[config.mk]
export PLATFORM = sky130hd
export DESIGN_NAME = eth_frame_loop_tx_flat
export DESIGN_NICKNAME = d
export VERILOG_FILES = /design/src/rtl/eth_frame_loop_pkg.sv /design/src/rtl/eth_frame_loop_tx_if.sv /design/src/rtl/eth_frame_loop_tx.sv /design/src/flat_wrapper.sv
export SDC_FILE = /design/constraint.sdc
export NUM_CORES = 1
export LEC_CHECK = 0
export ABC_CLOCK_PERIOD_IN_PS = 5750
export BUFFER_PORTS_ARGS = -buffer_cell sky130_fd_sc_hd__buf_2
export CAP_MARGIN = 20
export CORE_ASPECT_RATIO = 0.75
export CORE_UTILIZATION = 41
export CTS_BUF_LIST = sky130_fd_sc_hd__clkbuf_8
export CTS_CLUSTER_DIAMETER = 60
export DETAILED_ROUTE_END_ITERATION = 16
export PLACE_DENSITY = 0.64
export REMOVE_ABC_BUFFERS = 1
export SLEW_MARGIN = 20
export SYNTH_ARGS = -nofsm -noshare
export SYNTH_HDL_FRONTEND = slang
export SYNTH_SLANG_ARGS = --single-unit
[constraint.sdc]
create_clock -name clk -period 5.75 [get_ports clk]
set_input_delay 0.8625 -clock clk [delete_from_list [all_inputs] [get_ports clk]]
set_output_delay 0.8625 -clock clk [all_outputs]
set_load 0.05 [all_outputs]
[src/rtl/eth_frame_loop_pkg.sv]
// Shared definitions for the frame loop: checksum word layout, stream
// widths and the FSM state encoding used by both loop halves.
package eth_frame_loop_pkg;

    localparam int FRAME_W        = 8;
    localparam int CSUM_W         = 32;
    localparam int CSUM_VALID_BIT = 0;
    localparam int CSUM_POS_MSB   = 15;
    localparam int CSUM_VALUE_LSB = 16;
    localparam int STATE_W        = 1;

    // Checksum FIFO word: recomputed value, even byte offset (bit 0 implied
    // zero) and a flag telling the transmitter whether to patch at all.
    typedef struct packed {
        logic [15:0] value;
        logic [14:0] pos_hi;
        logic        valid;
    } csum_word_t;

    typedef enum logic [STATE_W-1:0] {
        ST_IDLE = 1'b0,
        ST_TX   = 1'b1
    } state_t;

endpackage

[src/rtl/eth_frame_loop_tx_if.sv]
// Stream bundle between the loop FIFOs, the transmitter and the MAC.
// slave is the transmitter's view; master is the environment's view.
interface eth_frame_loop_tx_if;
    import eth_frame_loop_pkg::*;

    logic [FRAME_W-1:0] s_axis_frame_tdata;
    logic               s_axis_frame_tuser;
    logic               s_axis_frame_tlast;
    logic               s_axis_frame_tvalid;
    logic               s_axis_frame_tready;

    logic [CSUM_W-1:0]  s_axis_csum_tdata;
    logic               s_axis_csum_tvalid;
    logic               s_axis_csum_tready;

    logic [FRAME_W-1:0] m_axis_tdata;
    logic               m_axis_tuser;
    logic               m_axis_tlast;
    logic               m_axis_tvalid;
    logic               m_axis_tready;

    modport slave (
        input  s_axis_frame_tdata, s_axis_frame_tuser, s_axis_frame_tlast,
        input  s_axis_frame_tvalid,
        output s_axis_frame_tready,
        input  s_axis_csum_tdata, s_axis_csum_tvalid,
        output s_axis_csum_tready,
        output m_axis_tdata, m_axis_tuser, m_axis_tlast, m_axis_tvalid,
        input  m_axis_tready
    );

    modport master (
        output s_axis_frame_tdata, s_axis_frame_tuser, s_axis_frame_tlast,
        output s_axis_frame_tvalid,
        input  s_axis_frame_tready,
        output s_axis_csum_tdata, s_axis_csum_tvalid,
        input  s_axis_csum_tready,
        input  m_axis_tdata, m_axis_tuser, m_axis_tlast, m_axis_tvalid,
        output m_axis_tready
    );

endinterface

[src/rtl/eth_frame_loop_tx.sv]
// Frame loop transmitter: pops one checksum word per frame, then streams the
// frame bytes to the MAC, overwriting the two checksum bytes when flagged.
module eth_frame_loop_tx
    import eth_frame_loop_pkg::*;
#(
    parameter int CNT_WIDTH = 32,
    parameter int POS_WIDTH = 16
) (
    input  logic                 clk,
    input  logic                 rst_n,
    eth_frame_loop_tx_if.slave   bus,
    output logic [CNT_WIDTH-1:0] stat_frames_tx,
    output logic [CNT_WIDTH-1:0] stat_frames_err
);

    state_t                 state_q, state_d;
    csum_word_t             csum_q, csum_d;
    logic [POS_WIDTH-1:0]   byte_cnt_q, byte_cnt_d;
    logic                   err_seen_q, err_seen_d;
    logic [CNT_WIDTH-1:0]   stat_tx_q, stat_tx_d;
    logic [CNT_WIDTH-1:0]   stat_err_q, stat_err_d;

    logic                   beat_s;
    logic                   csum_valid_s;
    logic [POS_WIDTH-1:0]   pos_hi_byte_s;
    logic [POS_WIDTH-1:0]   pos_lo_byte_s;

    // Patch offsets are even, so the low-byte offset is just bit 0 set.
    assign csum_valid_s  = csum_q[CSUM_VALID_BIT];
    assign pos_hi_byte_s = {csum_q[CSUM_POS_MSB:1], 1'b0};
    assign pos_lo_byte_s = {csum_q[CSUM_POS_MSB:1], 1'b1};
    assign beat_s        = (state_q == ST_TX) && bus.s_axis_frame_tvalid && bus.m_axis_tready;

    assign stat_frames_tx  = stat_tx_q;
    assign stat_frames_err = stat_err_q;

    // State and counter registers with synchronous active-low reset.
    always_ff @(posedge clk) begin
        if (!rst_n) begin
            state_q    <= ST_IDLE;
            csum_q     <= '0;
            byte_cnt_q <= '0;
            err_seen_q <= 1'b0;
            stat_tx_q  <= '0;
            stat_err_q <= '0;
        end else begin
            state_q    <= state_d;
            csum_q     <= csum_d;
            byte_cnt_q <= byte_cnt_d;
            err_seen_q <= err_seen_d;
            stat_tx_q  <= stat_tx_d;
            stat_err_q <= stat_err_d;
        end
    end

    // Next state: pop a checksum word to open a frame, count beats, close on tlast.
    always_comb begin
        state_d    = state_q;
        csum_d     = csum_q;
        byte_cnt_d = byte_cnt_q;
        err_seen_d = err_seen_q;
        stat_tx_d  = stat_tx_q;
        stat_err_d = stat_err_q;
        case (state_q)
            ST_IDLE: begin
                if (bus.s_axis_csum_tvalid) begin
                    csum_d     = bus.s_axis_csum_tdata;
                    byte_cnt_d = '0;
                    err_seen_d = 1'b0;
                    state_d    = ST_TX;
                end else begin
                    state_d = ST_IDLE;
                end
            end
            ST_TX: begin
                if (beat_s) begin
                    if (byte_cnt_q != {POS_WIDTH{1'b1}}) begin
                        byte_cnt_d = byte_cnt_q + {{(POS_WIDTH-1){1'b0}}, 1'b1};
                    end else begin
                        byte_cnt_d = byte_cnt_q;
                    end
                    err_seen_d = err_seen_q | bus.s_axis_frame_tuser;
                    if (bus.s_axis_frame_tlast) begin
                        stat_tx_d = stat_tx_q + {{(CNT_WIDTH-1){1'b0}}, 1'b1};
                        if (err_seen_q || bus.s_axis_frame_tuser) begin
                            stat_err_d = stat_err_q + {{(CNT_WIDTH-1){1'b0}}, 1'b1};
                        end else begin
                            stat_err_d = stat_err_q;
                        end
                        state_d = ST_IDLE;
                    end else begin
                        state_d = ST_TX;
                    end
                end else begin
                    state_d = ST_TX;
                end
            end
            default: begin
                state_d = ST_IDLE;
            end
        endcase
    end

    // Outputs: idle pops the checksum FIFO, TX passes bytes through with patching.
    always_comb begin
        bus.s_axis_csum_tready  = 1'b0;
        bus.s_axis_frame_tready = 1'b0;
        bus.m_axis_tvalid       = 1'b0;
        bus.m_axis_tdata        = 8'h00;
        bus.m_axis_tuser        = 1'b0;
        bus.m_axis_tlast        = 1'b0;
        case (state_q)
            ST_IDLE: begin
                bus.s_axis_csum_tready = bus.s_axis_csum_tvalid;
            end
            ST_TX: begin
                bus.m_axis_tvalid       = bus.s_axis_frame_tvalid;
                bus.s_axis_frame_tready = bus.m_axis_tready;
                bus.m_axis_tuser        = bus.s_axis_frame_tuser;
                bus.m_axis_tlast        = bus.s_axis_frame_tlast;
                if (csum_valid_s && (byte_cnt_q == pos_hi_byte_s)) begin
                    bus.m_axis_tdata = csum_q[CSUM_VALUE_LSB+8 +: 8];
                end else if (csum_valid_s && (byte_cnt_q == pos_lo_byte_s)) begin
                    bus.m_axis_tdata = csum_q[CSUM_VALUE_LSB +: 8];
                end else begin
                    bus.m_axis_tdata = bus.s_axis_frame_tdata;
                end
            end
            default: begin
                bus.s_axis_csum_tready = 1'b0;
            end
        endcase
    end

endmodule

[src/flat_wrapper.sv]
// flat-port wrapper written by rule: the top's interface ports become plain ports
module eth_frame_loop_tx_flat import eth_frame_loop_pkg::*;
#(
    parameter int CNT_WIDTH = 32,
    parameter int POS_WIDTH = 16
)
  (clk, rst_n, stat_frames_tx, stat_frames_err, bus_s_axis_frame_tdata, bus_s_axis_frame_tuser, bus_s_axis_frame_tlast, bus_s_axis_frame_tvalid, bus_s_axis_frame_tready, bus_s_axis_csum_tdata, bus_s_axis_csum_tvalid, bus_s_axis_csum_tready, bus_m_axis_tdata, bus_m_axis_tuser, bus_m_axis_tlast, bus_m_axis_tvalid, bus_m_axis_tready);
  eth_frame_loop_tx_if bus_i ();
  input  logic clk;
  input  logic rst_n;
  output logic [CNT_WIDTH-1:0] stat_frames_tx;
  output logic [CNT_WIDTH-1:0] stat_frames_err;
  input wire logic [$bits(bus_i.s_axis_frame_tdata)-1:0] bus_s_axis_frame_tdata;
  input wire logic [$bits(bus_i.s_axis_frame_tuser)-1:0] bus_s_axis_frame_tuser;
  input wire logic [$bits(bus_i.s_axis_frame_tlast)-1:0] bus_s_axis_frame_tlast;
  input wire logic [$bits(bus_i.s_axis_frame_tvalid)-1:0] bus_s_axis_frame_tvalid;
  output wire logic [$bits(bus_i.s_axis_frame_tready)-1:0] bus_s_axis_frame_tready;
  input wire logic [$bits(bus_i.s_axis_csum_tdata)-1:0] bus_s_axis_csum_tdata;
  input wire logic [$bits(bus_i.s_axis_csum_tvalid)-1:0] bus_s_axis_csum_tvalid;
  output wire logic [$bits(bus_i.s_axis_csum_tready)-1:0] bus_s_axis_csum_tready;
  output wire logic [$bits(bus_i.m_axis_tdata)-1:0] bus_m_axis_tdata;
  output wire logic [$bits(bus_i.m_axis_tuser)-1:0] bus_m_axis_tuser;
  output wire logic [$bits(bus_i.m_axis_tlast)-1:0] bus_m_axis_tlast;
  output wire logic [$bits(bus_i.m_axis_tvalid)-1:0] bus_m_axis_tvalid;
  input wire logic [$bits(bus_i.m_axis_tready)-1:0] bus_m_axis_tready;
  assign bus_i.s_axis_frame_tdata = bus_s_axis_frame_tdata;
  assign bus_i.s_axis_frame_tuser = bus_s_axis_frame_tuser;
  assign bus_i.s_axis_frame_tlast = bus_s_axis_frame_tlast;
  assign bus_i.s_axis_frame_tvalid = bus_s_axis_frame_tvalid;
  assign bus_s_axis_frame_tready = bus_i.s_axis_frame_tready;
  assign bus_i.s_axis_csum_tdata = bus_s_axis_csum_tdata;
  assign bus_i.s_axis_csum_tvalid = bus_s_axis_csum_tvalid;
  assign bus_s_axis_csum_tready = bus_i.s_axis_csum_tready;
  assign bus_m_axis_tdata = bus_i.m_axis_tdata;
  assign bus_m_axis_tuser = bus_i.m_axis_tuser;
  assign bus_m_axis_tlast = bus_i.m_axis_tlast;
  assign bus_m_axis_tvalid = bus_i.m_axis_tvalid;
  assign bus_i.m_axis_tready = bus_m_axis_tready;
  eth_frame_loop_tx #(.CNT_WIDTH(CNT_WIDTH), .POS_WIDTH(POS_WIDTH)) u_core (.clk(clk), .rst_n(rst_n), .bus(bus_i), .stat_frames_tx(stat_frames_tx), .stat_frames_err(stat_frames_err));
endmodule
Yosys cells after proc, flatten, opt, wreduce, memory -nomap -nowiden
Index checks and enable logic that the tools add are counted.

storage, ports and cells
  register bits = 114
  input bits = 47
  output and inout port bits = 77
  logic and storage cells = 48

cells by class
  add/sub/neg operators = 3
  bitwise logic cells = 2
  equality and inequality tests = 6
  reduce and logical (&&, ||, !) cells = 10
  multiplexer cells = 19

operators by type and width
  kind                                           count
  adder 32 x 1 -> 32 bit, second input constant  2
  two-way mux 16 bit                             3
  == test 16 bit                                 2
  one-hot mux 16 bit (2 select lines)            1
  two-way mux 8 bit                              3
  adder 16 x 1 -> 16 bit, second input constant  1
  inequality test 16 bit, second input constant  1
  two-way mux 1 bit                              10
  inequality test 2 bit, second input constant   3
  AND reduction 3 bit                            2
  logical AND 1 bit                              4
  one-hot mux 1 bit (2 select lines)             2
  AND reduction 2 bit                            2
  AND reduction 4 bit                            1
  logical OR 1 bit                               1
  NOT 1 bit                                      1
  bitwise OR 1 bit                               1

Longest topological paths before layout
Gate-level depths: netlist of run 1.

  depth after elaboration = 5
  gate-level depth with buffers = 7
  gate-level depth less buffers = 6

Worst setup path after synthesis of run 1
No wires, ideal clock.

  kind = register -> output
  start = reg u_core.byte_cnt_q[5]
  end = out bus_m_axis_tdata[0]
  cell stages (with the launch flop) = 7
  required time = 4.888 ns
  arrival = 2.144 ns
  setup slack = 2.743 ns
  path buffers = 2
  cells stage by stage = dfxtp_1 -> clkbuf_1 -> xnor2_1 -> nand4_1 -> nor4_1 -> clkbuf_1 -> o211a_1

on the way
  longest elaborated chain between the ends = 5
  elaborated cells between the ends (all ways) = 7
  those cells by class = 2 x eq/ne; 3 x mux; 2 x reduce/logical

ends and longest elaborated chain
  what                      line                      RTL
  start: declaration        eth_frame_loop_tx.sv:18   logic [POS_WIDTH-1:0] byte_cnt_q, byte_cnt_d;
  start signal: assignment  eth_frame_loop_tx.sv:49   byte_cnt_q <= byte_cnt_d;
  == test 16 bit            eth_frame_loop_tx.sv:123  end else if (csum_valid_s && (byte_cnt_q == pos_lo_byte_s)) begin
  logical AND 1 bit         eth_frame_loop_tx.sv:123
  two-way mux 8 bit         eth_frame_loop_tx.sv:123
  two-way mux 8 bit (*)     eth_frame_loop_tx.sv:121  if (csum_valid_s && (byte_cnt_q == pos_hi_byte_s)) begin
  two-way mux 8 bit (*)     eth_frame_loop_tx.sv:112  case (state_q)
  end: declaration          flat_wrapper.sv:21        output wire logic [$bits(bus_i.m_axis_tdata)-1:0] bus_m_axis_tdata;

Every way passes the cells marked *; elsewhere a longest branch is shown, timed or not.

Worst setup path after layout of run 1
  start = reg u_core.byte_cnt_q[5]
  end = out bus_m_axis_tdata[6]

The elaborated chain is that of the path after synthesis.

==> run metrics, run 1 <==
status finished clean; postcts setup bufs 0; CTS Sinks 114; CP peak stage delay around 450 ps; cell family with most CP delay simple AND/OR/NAND/NOR gates; setup_tns 0 ps; clock latency on the worst-skew pair 420 ps; Max Fclk about 330 MHz; Reg clk slew, reported paths about 70 ps; number of H-tree levels 4; Fill cells 1183; Relative slew margins about a third; Buf/Inv on CP 2; Fin. Hold Viols 0; async set-reset flop share out of synthesis 0%; CP Data Arrival Time 2190 ps; Power Dens Cells 272 mW/mm2; placed cell count about 900; CTS tree done; Final min period ~3000 ps; RSZ-0062 raised after global routing no; WP data required around 4900 ps; post_cts resized 0; number of global-route vias before repair 4354; count of final setup violators 0; overall via count from detail_route around 4.8k; CTS Hold Buffers Added 0; leading register cell type out of synthesis dfxtp_1; worst setup path endpoint bus_m_axis_tdata[6]; Post-DRT Antenna Nets 0; post-synthesis sequential area ratio 43.3%; final hold slack between 400 and 500 ps; GRT Util Overall between 20% and 30%; Ys Warns 0; port bufs 123; Synth area leader dfxtp_1; WL final 12800 um; Die W between 100 and 150 um; top cells by area, synth dfxtp_1 43%, xnor2_1 10%, nand2_1 7.1%; crit path launch u_core.byte_cnt_q[5]; RePlAce Congestion 0.788; largest net degree at the start of global routing 96; synthesis-to-finish area growth 22.0%; CTS Root Cell clkbuf_8; routed vias/inst 5.10; Least-Margin Pin Slew a little under 1000 ps; R2R cell count 5; Clock Skew 8.19 ps; layout cells sized above 1 between 20% and 30%; die area 0.0133 mm2; Setup crit end kind primary output; clk buf depth 2; Cell Area, Synth around 0.0053 mm2; Worst path slowest cell dfxtp_1; dpl ws 2640 ps; Rows 35; number of synthesized flops with an enable pin 0; number of synthesized register bits 114; Hold Path Class flip-flop to flip-flop; DRC 0; Starting DRT DRC Count 269; FF/Latch Area ~0.0023 mm2; critical path depth 7; Initial Util 42.5%; share of the synthesized area in the top cell type 43.3%; number of diodes 0; area of the multi-input gates around 0.0028 mm2; Startpoint Class flip-flop; core area 0.0124 mm2; Post-Syn Instances 643; DR WL/cell 13.8 um; DP HPWL between 9000 and 10000 um; global route overflow 0; final worst slack 2700 ps; Synth Area per Inst 8.20 um2; Yosys cell types 47; WS Path Type flip-flop to primary output; VDD IR max between 0.0001 and 0.00015 V; R2R Path End u_core.stat_frames_tx[29]; worst-path cell chain xnor2_1, nand4_1, nor4_2, buf_4, nand2_1, o211a_1, buf_2; initial antenna violation count 0; fin crit share 53.1%; final slew viol count 0; Reg2Reg Setup Slack 2770 ps; Die Y-Extent between 100 and 150 um; Pleak around 0.0025 uW; crit-path max FO 16; Core Util, Final 51.9%; Finished Layout Cells 933; TritonCTS Buffers 17; R2R Path Start u_core.state_q; first-pass iteration count of the detailed router 4; IO Count roughly 120; maxcap violations 0; first-pass GRT wire length approximately 21000 um; Total Nets Final between 800 and 900
[registers in the layout, summed over array words and instances (netlist names)]
register / cells
u_core.state_q: 1
u_core.csum_q: 31
u_core.csum_valid_s: 1
u_core.stat_frames_err: 32
u_core.stat_frames_tx: 32
u_core.byte_cnt_q: 16
u_core.err_seen_q: 1
[logic make-up (layout without fill, tap and decap cells)]
family	count (synthesis)	in the layout	share of synthesized area (%)
fa+ha+maj	3	3	0.712
simple gates	312	312	28.9
mux	9	9	1.71
xor+xnor	78	78	13.0
compound gates	75	75	8.48
flops	114	114	43.3
buf+inv	52	176	3.94
[area by class of cell]
cell class / instances / area share [%]
multi-input cells: 477 / 43.4
flip-flops and latches: 114 / 35.5
repair buffers: 127 / 10.0
clock buffers: 20 / 4.28
well taps: 166 / 3.23
clock inverters: 12 / 2.51
inverters: 17 / 0.993
[worst min-delay path by stage]
stage	from	endpoint	slack, ps	depth (start not counted)
after floorplan	u_core.csum_q[24]	u_core.csum_q[24]	440	2
after global placement	u_core.csum_q[28]	u_core.csum_q[28]	440	2
after detailed placement	u_core.csum_q[28]	u_core.csum_q[28]	450	2
after CTS	u_core.csum_q[28]	u_core.csum_q[28]	460	2
after global routing	u_core.csum_q[29]	u_core.csum_q[29]	480	2
final	u_core.csum_q[28]	u_core.csum_q[28]	460	2
[report_power, final]
part	internal, uW	total (uW)	switching (uW)
registers	805	817	12.7
clock network	501	817	316
logic	38.7	112	73.7
[layer usage]
| layer | part of all wire, % | global-route usage, % | wire, um |
|---|---|---|---|
| met1 | 49 | 27.5 | 6260 |
| met5 | 0 | 0 | 0 |
| met3 | 7.6 | 6.36 | 980 |
| met4 | 1.1 | 6.72 | 139 |
| met2 | 43 | 30.0 | 5470 |
[through the flow]
| step | power (uW) | instance area, um2 |
|---|---|---|
| final | 1750 | 6430 |
| after global routing | 1820 | 6430 |
| after CTS | 1770 | 6420 |
| after detailed placement | 948 | 5990 |
| after global placement | 945 | 5990 |
| after floorplan | 904 | 5130 |
[synth_stat cells (2+ instances only)]
library cell	instances
ha_1	3
and2_2	2
inv_1	15
nor3_1	25
nand4_1	22
nor4_1	18
clkbuf_1	29
or4_1	3
o21ai_0	11
dfxtp_1	114
xnor2_1	62
and4_1	8
a21oi_1	46
xor2_1	16
nand2b_1	2
clkinv_1	2
and2_1	5
or3_1	11
nand3_1	26
nand2_1	99
o211a_1	8
or2_2	2
a2111oi_0	2
mux2i_1	9
and3_1	8
buf_1	3
nor2_1	72
[worst register-to-register path, stage by stage (launching register included)]
cell     delay (ps)
dfxtp_1         730
nand3_1         590
or4b_2          980
nor4_1          310
xnor2_1         160
nor2_1           60
[cell usage in the layout (no fill, tap or decap), types with 6 or more instances in the layout]
master / count
buf_2: 123
dfxtp_1: 114
nand2_1: 99
nor2_1: 72
xnor2_1: 62
a21oi_1: 46
nand3_1: 26
nor3_1: 25
nand4_1: 22
clkbuf_8: 20
xor2_1: 16
inv_1: 16
nor4_1: 16
or3_1: 11
o21ai_0: 11
mux2i_1: 9
o211a_1: 8
and3_1: 8
and4_1: 8
clkinv_2: 6
(Power assumes the default switching activity.)
==> run 2, diff against run 1 <==
--- a/config.mk
+++ b/config.mk
@@ -5,7 +5,7 @@
 export SDC_FILE = /design/constraint.sdc
 export NUM_CORES = 1
 export LEC_CHECK = 0
-export ABC_CLOCK_PERIOD_IN_PS = 5750
+export ABC_CLOCK_PERIOD_IN_PS = 3100
 export BUFFER_PORTS_ARGS = -buffer_cell sky130_fd_sc_hd__buf_2
 export CAP_MARGIN = 20
 export CORE_ASPECT_RATIO = 0.75
==> constraint.sdc (replaced) <==
create_clock -name clk -period 3.1 [get_ports clk]
set_input_delay 0.465 -clock clk [delete_from_list [all_inputs] [get_ports clk]]
set_output_delay 0.465 -clock clk [all_outputs]
set_load 0.05 [all_outputs]
==> run 2 against run 1 <==
Net effect:
- first-iteration DRC count is 16% lower
- via count is 0.23% higher
- hold slack worse by 190 ps
- total power is 78% higher
- critical path depth stayed put
- cell count is 0.43% higher
- sequential power is 85% higher
- critical endpoint is now bus_m_axis_tdata[2]
==> run metrics, run 2 (same netlist as run 1, synthesis figures left out) <==
count of final setup violators 0 (unchanged); RePlAce Congestion 0.841 (+6.7%); TritonCTS Buffers 17 (unchanged); number of diodes 0 (unchanged); Clk pwr share 44.4% (-2.4 points); Power Dens Cells 484 mW/mm2 (+78%); global route overflow 0 (unchanged); Reg clk slew, reported paths 60 ps (about the same); Relative slew margins 43.0% (+9.2 points); Starting DRT DRC Count 225 (-16%); layout cells sized above 1 22.3% (-0.12 points); WS Path Type flip-flop to primary output; CTS Hold Buffers Added 0 (unchanged); Logic pwr share 6.9% (+0.5 points); overall via count from detail_route 4765 (+0.23%); CTS Sinks 114 (unchanged); Least-Margin Pin Slew 854 ps (-139 ps); Post-DRT Antenna Nets 0 (unchanged); RSZ-0062 raised after global routing no; internal power 2390 uW (+78%); number of H-tree levels 4 (unchanged); postcts setup bufs 0 (unchanged); port bufs 123 (unchanged); first-pass iteration count of the detailed router 4 (unchanged); most common cell after layout, fill and taps aside buf_2; WP data required 2630 ps (-2260 ps); synthesis-to-finish area growth 21.9% (about the same); clk buf depth 2 (unchanged); first-pass GRT wire length 21500 um (+0.81%); Die W 133 um (unchanged); final hold slack 270 ps (-186 ps); CP Data Arrival Time 2200 ps (about the same); IO Count 124 (unchanged); number of global-route vias before repair 4423 (+1.6%); Setup crit end kind primary output; Die Y-Extent 100 um (unchanged); DP HPWL 9150 um (+0.78%); Flop pwr share 48.7% (+1.9 points); largest net degree at the start of global routing 51 (-47%); DR WL/cell 13.7 um (-0.54%); Final min period 2660 ps; crit-path max FO 16 (unchanged); Max Fclk 376 MHz; Fin. Hold Viols 0 (unchanged); clock latency on the worst-skew pair 430 ps (about the same); Initial Util 42.5% (unchanged); fin crit share 85.8%; initial antenna violation count 0 (unchanged); CTS Root Cell clkbuf_8; die area 0.0133 mm2 (unchanged); Clock Skew 13.5 ps (+5.36 ps); VDD IR max 0.000280 V (+110%); core area 0.0124 mm2 (unchanged); status finished clean; WL final 12800 um (-0.12%); CTS tree done; Total Nets Final 809 (+0.62%); Startpoint Class flip-flop; Hold Path Class primary input to flip-flop; sw frac 23.0% (-0.026 points); Pleak 0.00251 uW (+0.74%); maxcap violations 0 (unchanged); DRC 0 (unchanged); commonest non-fill, non-tap cells in the layout 123 x buf_2, 114 x dfxtp_1, 99 x nand2_1; setup_tns 0 ps (unchanged); GRT Util Overall 20.3% (+0.17 points); Rows 35 (unchanged); Psw 715 uW (+78%); routed vias/inst 5.09 (-0.20%); post_cts resized 0 (unchanged); final slew viol count 0 (unchanged)
[run 2: cell types whose count changed in the layout (fill, tap and decap cells not counted), sizes merged]
cell	delta
clkinv	-4
bufinv	-2
inv	+3
clkinvlp	-1
clkbuf	+3
buf	+5
[run 2: layer usage]
metal	up-vias	GRT usage (%)	share of wire [%]
met5	-	0	0
met1	2186	27.6	49
met2	139	30.4	43
met3	4	6.72	7.1
li1	2436	-	-
met4	0	5.84	0.45
[run 2: power by group through the flow]
stage / Sequential, uW / Combinational, uW / Clock, uW
after floorplan: 1540 / 133 / 0
after global placement: 1540 / 213 / 0
after detailed placement: 1540 / 216 / 0
after CTS: 1510 / 217 / 1420
after global routing: 1520 / 238 / 1490
final: 1510 / 215 / 1380
[run 2: through the flow]
| step | setup WS [ps] | instance area (um2) | cells | util, % | total power (uW) |
|---|---|---|---|---|---|
| floorplan | 130 | 5130 | 608 | - | 1680 |
| global placement | 707 | 6020 | 906 | 48.6 | 1760 |
| detailed placement | 698 | 6020 | 906 | 48.6 | 1760 |
| CTS | 389 | 6420 | 937 | 51.8 | 3150 |
| global route | 289 | 6420 | 937 | 51.8 | 3240 |
| finish | 440 | 6420 | 937 | 51.8 | 3110 |
[run 2: final cells by class]
| cell class | instances | area (um2) |
|---|---|---|
| clock buffer | 23 | 317 |
| multi-input combinational | 477 | 2790 |
| tap | 166 | 208 |
| clock inverter | 8 | 85.1 |
| fill | 1201 | 5970 |
| timing repair buffer | 132 | 683 |
| sequential | 114 | 2280 |
| inverter | 17 | 63.8 |
[run 2: path summary, 6_finish.rpt]
check	endpoint	slack [ps]	cells after the start	startpoint
setup / recovery	bus_m_axis_tdata[2]	440	7	u_core.byte_cnt_q[5]
hold / removal	u_core.csum_q[24]	270	3	bus_s_axis_csum_tdata[24]
setup reg to reg	u_core.stat_frames_err[30]	820	6	u_core.stat_frames_err[0]
hold reg to reg	u_core.csum_q[24]	450	2	u_core.csum_q[24]
[run 2: critical path: stages, from the launching register on]
cell and delay, ps:
dfxtp_1 470, xnor2_1 160, nand4_1 140, nor4_2 280, buf_4 250, nand2_1 110
o211a_1 130, buf_2 200
